File: config.mk
export PLATFORM = sky130hd
export DESIGN_NAME = axi_llc_way_port_arbiter
export DESIGN_NICKNAME = d
export VERILOG_FILES = /design/src/rtl/axi_llc_way_port_arbiter.sv
export SDC_FILE = /design/constraint.sdc
export NUM_CORES = 1
export LEC_CHECK = 0
export CAP_MARGIN = 10
export CELL_PAD_IN_SITES_DETAIL_PLACEMENT = 1
export CELL_PAD_IN_SITES_GLOBAL_PLACEMENT = 1
export CORE_AREA = 5 5 55 57
export CTS_BUF_LIST = sky130_fd_sc_hd__clkbuf_8 sky130_fd_sc_hd__clkbuf_16
export CTS_CLUSTER_DIAMETER = 100
export CTS_CLUSTER_SIZE = 25
export DETAILED_ROUTE_END_ITERATION = 12
export DIE_AREA = 0 0 60 62
export PLACE_DENSITY_LB_ADDON = 0.1
export SETUP_SLACK_MARGIN = 0.15
export SYNTH_ARGS = -nofsm -noshare
export SYNTH_HDL_FRONTEND = slang
export SYNTH_SLANG_ARGS = --single-unit
File: constraint.sdc
create_clock -name clk_i -period 3.2 [get_ports clk_i]
set_input_delay 0.32 -clock clk_i [delete_from_list [all_inputs] [get_ports clk_i]]
set_output_delay 0.32 -clock clk_i [all_outputs]
set_load 0.02 [all_outputs]
File: src/rtl/axi_llc_way_port_arbiter.sv
// Round-robin arbiter sharing one LLC data-way port between several requesters.
// Winner indices are queued in order so way responses are routed back to their issuer.
module axi_llc_way_port_arbiter #(
   parameter int unsigned NumReq         = 2,
   parameter int unsigned MaxOutstanding = 4,
   parameter type         way_inp_t      = logic,
   parameter type         way_oup_t      = logic,
   localparam int unsigned IdxW          = $clog2(NumReq),
   localparam int unsigned CntW          = $clog2(MaxOutstanding + 1)
) (
   input  logic                clk_i,
   input  logic                rst_ni,
   input  way_inp_t            req_i [NumReq],
   input  logic [NumReq-1:0]   req_valid_i,
   output logic [NumReq-1:0]   req_ready_o,
   output way_inp_t            way_inp_o,
   output logic                way_inp_valid_o,
   input  logic                way_inp_ready_i,
   input  way_oup_t            way_out_i,
   input  logic                way_out_valid_i,
   output logic                way_out_ready_o,
   output way_oup_t            rsp_o [NumReq],
   output logic [NumReq-1:0]   rsp_valid_o,
   input  logic [NumReq-1:0]   rsp_ready_i,
   output logic [CntW-1:0]     outstanding_o,
   output logic                busy_o
);

   localparam int unsigned PtrW = (MaxOutstanding > 1) ? $clog2(MaxOutstanding) : 1;

   typedef logic [IdxW-1:0] idx_t;

   logic            r_active;
   idx_t            r_ptr;
   logic            r_lock;
   idx_t            r_lock_idx;
   idx_t            r_fifo [MaxOutstanding];
   logic [PtrW-1:0] r_wr;
   logic [PtrW-1:0] r_rd;
   logic [CntW-1:0] r_cnt;

   idx_t w_win;
   idx_t w_cand;
   idx_t w_sel;
   idx_t w_head;
   logic w_any;
   logic w_sel_valid;
   logic w_full;
   logic w_empty;
   logic w_push;
   logic w_pop;

   always_comb begin
      w_win  = '0;
      w_any  = 1'b0;
      w_cand = '0;
      for (int unsigned i = 0; i < NumReq; i++) begin
         w_cand = idx_t'((32'(r_ptr) + i) % NumReq);
         if (!w_any && req_valid_i[w_cand]) begin
            w_any = 1'b1;
            w_win = w_cand;
         end
      end
   end

   // Full is taken from the registered count, so a same-cycle pop cannot re-open issue.
   assign w_full      = (r_cnt == CntW'(MaxOutstanding));
   assign w_empty     = (r_cnt == '0);
   assign w_sel       = r_lock ? r_lock_idx : w_win;
   assign w_sel_valid = r_lock ? req_valid_i[r_lock_idx] : w_any;

   assign way_inp_valid_o = r_active && !w_full && w_sel_valid;
   assign way_inp_o       = req_i[w_sel];
   assign w_push          = way_inp_valid_o && way_inp_ready_i;

   always_comb begin
      req_ready_o        = '0;
      req_ready_o[w_sel] = w_push;
   end

   assign w_head = r_fifo[r_rd];

   always_comb begin
      rsp_valid_o     = '0;
      way_out_ready_o = 1'b0;
      if (!w_empty) begin
         rsp_valid_o[w_head] = way_out_valid_i;
         way_out_ready_o     = rsp_ready_i[w_head];
      end
      for (int unsigned i = 0; i < NumReq; i++) begin
         rsp_o[i] = way_out_i;
      end
   end

   assign w_pop         = way_out_valid_i && way_out_ready_o;
   assign outstanding_o = r_cnt;
   assign busy_o        = r_lock || !w_empty;

   // r_active keeps every output quiet while reset is held and for the first edge after it.
   always_ff @(posedge clk_i or negedge rst_ni) begin
      if (!rst_ni) begin
         r_active   <= 1'b0;
         r_ptr      <= '0;
         r_lock     <= 1'b0;
         r_lock_idx <= '0;
         r_wr       <= '0;
         r_rd       <= '0;
         r_cnt      <= '0;
      end else begin
         r_active <= 1'b1;
         if (w_push) begin
            r_ptr  <= (w_sel == idx_t'(NumReq - 1)) ? '0 : w_sel + 1'b1;
            r_lock <= 1'b0;
         end else if (way_inp_valid_o) begin
            r_lock     <= 1'b1;
            r_lock_idx <= w_sel;
         end
         if (w_push) begin
            r_wr <= (r_wr == PtrW'(MaxOutstanding - 1)) ? '0 : r_wr + 1'b1;
         end
         if (w_pop) begin
            r_rd <= (r_rd == PtrW'(MaxOutstanding - 1)) ? '0 : r_rd + 1'b1;
         end
         if (w_push && !w_pop) begin
            r_cnt <= r_cnt + 1'b1;
         end else if (!w_push && w_pop) begin
            r_cnt <= r_cnt - 1'b1;
         end
      end
   end

   always_ff @(posedge clk_i) begin
      if (w_push) begin
         r_fifo[r_wr] <= w_sel;
      end
   end

   a_hold_valid : assert property (@(posedge clk_i) disable iff (!rst_ni)
      r_lock |-> req_valid_i[r_lock_idx]);

   a_rsp_not_empty : assert property (@(posedge clk_i) disable iff (!rst_ni)
      way_out_valid_i |-> !w_empty);

endmodule

# --- Word-level counts from Yosys, hierarchy flattened ---
# Memories as Yosys holds them, arrays and structs flattened.
# Index checks and enable logic that the tools add are counted.
# W data, S select, Z words.
op_classes:
  bitwise_logic: 4
  eq_ne: 3
  addsub: 6
  mux: 32
  n_lt_le_gt_ge: 8
  reduce_logical: 19
op_table:
  columns: ["operator", "count"]
  rows:
  - ["$mux W1", 25]
  - ["$lt A1 B2 Y1 const B", 5]
  - ["$logic_and A1 B1 Y1", 9]
  - ["$mux W2", 3]
  - ["$mux W3", 2]
  - ["$logic_not A1 Y1", 5]
  - ["$add A2 B1 Y2 const B", 2]
  - ["$and A2 B2 Y2", 2]
  - ["$eq A2 B2 Y1 const B", 2]
  - ["$reduce_bool A2 Y1", 2]
  - ["$add A3 B1 Y3 const B", 1]
  - ["$eq A3 B3 Y1 const B", 1]
  - ["$logic_not A3 Y1", 1]
  - ["$sub A3 B1 Y3 const B", 1]
  - ["$add A1 B1 Y1 const B", 2]
  - ["$demux W1 S1", 2]
  - ["$ge A1 B1 Y1 const B", 2]
  - ["$ge A2 B2 Y1 const B", 1]
  - ["$not A1 Y2", 1]
  - ["$reduce_and A2 Y1", 1]
  - ["$logic_or A1 B1 Y1", 1]
  - ["$not A1 Y1", 1]
totals:
  ram_bits: 4
  word_cells: 80
  output_inout_bits: 13
  inputBits: 11
  reg_bits: 11
  memories: 1
memory_table:
  columns: ["name", "depth", "word_bits", "rd", "rd_ports_with_merged_regs", "wr", "line_no", "source"]
  rows:
  - ["r_fifo", 4, 1, 1, 0, 1, "37", "idx_t r_fifo [MaxOutstanding];"]

# --- Depth between registers and ports, before layout ---
depth:
  depth_word: 13
  depth_mapped: 10
  mapped_depth_nobuf: 10

# --- Worst setup path after synthesis ---
# Ideal clock, no wire load.
synth_path:
  path_kind: "register -> register"
  from: "register r_rd[0]"
  to: "register r_cnt[1], in the netlist outstanding_o[1]"
  required_time_ns: 3.075
  t_arrival_ns: 2.188
  slack_ns: 0.887
  setup_ns: 0.125
  path_buffers: 0
  stages_incl_launch_ff: 9
  period_less_slack_ns: 2.313
  path_cell_list: "dfrtp_1 > mux4_2 > mux2i_1 > nor2_1 > inv_1 > ha_1 > inv_1 > fa_1 > mux2_2"
synth_between:
  elab_chain_cells: 8
  word_cells_on_any_way: 10
  classes_between: "mux (4); reduce/logical (5); memory (1)"
synth_rtl:
  columns: ["item", "line_no", "source"]
  rows:
  - ["start, declared", "39", "logic [PtrW-1:0] r_rd;"]
  - ["start signal, assigned", "122", "r_rd <= (r_rd == PtrW'(MaxOutstanding - 1)) ? '0 : r_rd + 1'b1;"]
  - ["$mem_v2 Z4 W1 (*)", null, null]
  - ["$mux W1 (not written as such) (*) (2 in series)", "88", "way_out_ready_o = rsp_ready_i[w_head];"]
  - ["$mux W1 (*)", "86", "if (!w_empty) begin"]
  - ["$logic_and A1 B1 Y1 (*)", "95", "assign w_pop = way_out_valid_i && way_out_ready_o;"]
  - ["$logic_not A1 Y1", "124", "if (w_push && !w_pop) begin"]
  - ["$logic_and A1 B1 Y1", "124", null]
  - ["$mux W3 / $reduce_bool A2 Y1 (equally long branches)", null, null]
  - ["end signal, assigned", "125", "r_cnt <= r_cnt + 1'b1;"]
  - ["end signal, assigned", "127", "r_cnt <= r_cnt - 1'b1;"]
  - ["end, declared", "40", "logic [CntW-1:0] r_cnt;"]
# Every way passes the cells marked *; elsewhere a longest branch is shown, timed or not. The select of a mux whose other input is x is not followed.
# A chain may end at the register's enable or synchronous reset.

# --- Worst setup path after layout ---
layout_path:
  from: "register r_cnt[0], in the netlist outstanding_o[0]"
  to: "output req_ready_o[1]"
layout_between:
  elab_chain_cells: 6
layout_rtl:
  columns: ["item", "line_no", "source"]
  rows:
  - ["$eq A3 B3 Y1", "67", "assign w_full = (r_cnt == CntW'(MaxOutstanding));"]
  - ["$logic_not A1 Y1", "72", "assign way_inp_valid_o = r_active && !w_full && w_sel_valid;"]
  - ["$logic_and A1 B1 Y1 (2 in series)", "72", null]
  - ["$logic_and A1 B1 Y1", "74", "assign w_push = way_inp_valid_o && way_inp_ready_i;"]
  - ["named net w_push", "50", "logic w_push;"]
  - ["$and A2 B2 Y2 (no line)", null, null]
  - ["end, declared", "15", "output logic [NumReq-1:0] req_ready_o,"]
# The timed path passes the listed nets, and every way through them passes these cells.

==> qor.yml <==
drive_gt1_share_pct: 12.1
status: "complete, no violations"
die_x_um: 60
fillers: 281
rsz0062_at_grt: "false"
core_um2: 2430
syn_to_final_growth_pct: 33.0
clkSinkCount: 15
power_density_nw_per_um2: 876
dp_hpwl_um: 1370
fin_nets: 118
track_usage_pct: 10.9
post-place-ws_ps: 483
place_area_um2: 1070
skew_ps: 2.92
placementRows: 18
antenna_found_initial: 0
cp-start-kind: "register"
worstMarginPinSlew_ps: 619
required_ps: 2880
clk_latency_ps: 240
first_pass_iters: 2
place.gp.congestion: 0.717
synth_top_flop_cell: "dfrtp_1"
synth_edf_count: 4
grt_overflow: 0
cts_htree_levels: 1
end_kind: "output pin"
rrSetupSlack_ps: 670
start_util_pct: 34.5
crit_arrival_ps: 2330
crit_type: "register to output pin"
n_antenna_cell: 0
synth.distinct_cells: 26
maxCapViolations: 0
leakage_nw: 0.475
setup_violations: 0
fin_area_um2: 1110
root_buffer: "clkbuf_8"
grt_pass1_wl_um: 2960
ys_async_sr_fraction_pct: 73.3
crit_fanout: 8
fmax_ghz: 0.378
cts_tree: "built"
min_period_ps: 2650
clkSlewWorstSetupHoldPaths_ps: 60
synth_cells: 76
clock_tree.buffer_depth: 2
multi_input_area_um2: 398
top_level_ports: 24
grt_pass1_vias: 654
setup_ws_ps: 554
syn_area_per_cell_um2: 11.0
numCtsBuffers: 3
syn_area_um2: 838
post_cts_buffers: 0
vias_per_cell: 4.64
ctsResizeCount: 0
timing.rr.start: "r_rd[0]$_DFFE_PN0P_"
ys_seq_area_share_pct: 47.2
slew_viol_final: 0
ctsHoldBuffers: 0
post-route-period-util_pct: 82.7
grt_max_degree: 12
via_count: 598
die_h_um: 62
hold_path.class: "primary input to asynchronous set/reset pin"
ant_nets: 0
drc_errors: 0
wl_per_cell_um: 13.3
crit_start: "outstanding_o[0]$_DFFE_PN0P_"
tns_ps: 0
ys_ff_latch: 15
place.port_buffers: 20
max_slew_margin_pct: 58.4
wirelength_um: 1720
yosys_warnings: 0
drt_iter0_markers: 11
die_area_um2: 3720
synth_nets: 94
final-seq-area_um2: 395
hold_viol_final: 0
worst_ir_drop_vdd_mv: 0.487
[cell families after synthesis]
kind of cell    count (synthesis)  share of synthesized area [%]
compound gates                  8                           5.67
buf+inv                        10                           5.37
simple gates                   23                           13.6
other cells                     1                          0.447
mux                             9                           13.3
fa+ha+maj                       7                           11.3
flops                          15                           47.2
xor+xnor                        3                           3.13
[cells in the mapped netlist (2+ instances only)]
cell type,count,share of area [%]
buf_4,2,1.8
dfrtp_1,11,33
nor3_1,2,1.2
o31ai_1,2,1.8
and2_1,5,3.7
xnor2_1,2,2.1
ha_1,6,9.0
nand2b_1,3,2.2
nor2_1,10,4.5
o21ai_0,3,1.8
edfxtp_1,4,14
inv_1,7,3.1
mux2_2,5,6.7
mux2_1,2,2.7
[worst max-delay path, cell delays in order, from the launching register on]
cell             delay [ps]
dfrtp_1                 460
o31ai_1                 590
or3_1                   270
inv_2                    90
and2_1                  140
clkdlybuf4s50_1         530
[through the flow]
stage	hold WS, ps	power (mW)	util [%]	std cells
final	427	0.977	45.8	129
after global routing	486	1.06	45.8	129
after CTS	461	0.998	45.8	129
after detailed placement	518	0.839	43.9	125
after floorplan	24.4	0.645	-	76
after global placement	516	0.822	43.9	125
[power breakdown]
part | internal (mW) | switching, mW | total (mW)
Combinational | 0.244 | 0.229 | 0.473
Clock | 0.0861 | 0.0677 | 0.154
Sequential | 0.277 | 0.0734 | 0.350
Total | 0.606 | 0.370 | 0.977
[registers in the layout (all words and copies together), names as in the netlist]
signal         flops
r_ptr              1
r_lock             1
r_active           1
r_lock_idx         1
r_rd               2
r_fifo             4
r_wr               2
outstanding_o      3
[cell type report]
cell class | count | area share (%)
Clock buffer | 3 | 3.70
Clock inverter | 1 | 0.449
Inverter | 8 | 2.69
Multi-Input combinational cell | 51 | 35.7
Sequential cell | 15 | 35.5
Tap cell | 30 | 3.37
Timing Repair Buffer | 21 | 18.6
[path summary, 6_finish.rpt]
kind | endpoint | cells after the start
max in group asynchronous | r_lock$_DFFE_PN0P_ | 1
min in group clk_i | r_ptr$_DFFE_PN0P_ | 2
min | r_rd[0]$_DFFE_PN0P_ | 1
max | req_ready_o[1] | 5
min reg2reg | r_ptr$_DFFE_PN0P_ | 2
max reg2reg | outstanding_o[1]$_DFFE_PN0P_ | 8
[layout by cell type, fill, tap and decap left out, types with 2 or more instances in the layout]
cell and instances:
nor2_1 10, nor3_1 2, clkdlybuf4s50_1 20, inv_1 7, xnor2_1 2, o31ai_1 2, clkbuf_8 3, mux2_2 5
mux2_1 2, o21ai_0 3, and2_1 5, dfrtp_1 11, nand2b_1 3, ha_1 6, edfxtp_1 4
[routing by layer]
metal  track usage, %  part of all wire [%]  wire [um]  vias up
li1                 -                     -          -      298
met1             12.8                    45        777      282
met2             18.2                    46        784       16
met3             3.51                   7.7        133        2
met4             5.06                   1.3         23        0
met5                0                     0          0        -
Power figures use the tool's default switching activity.
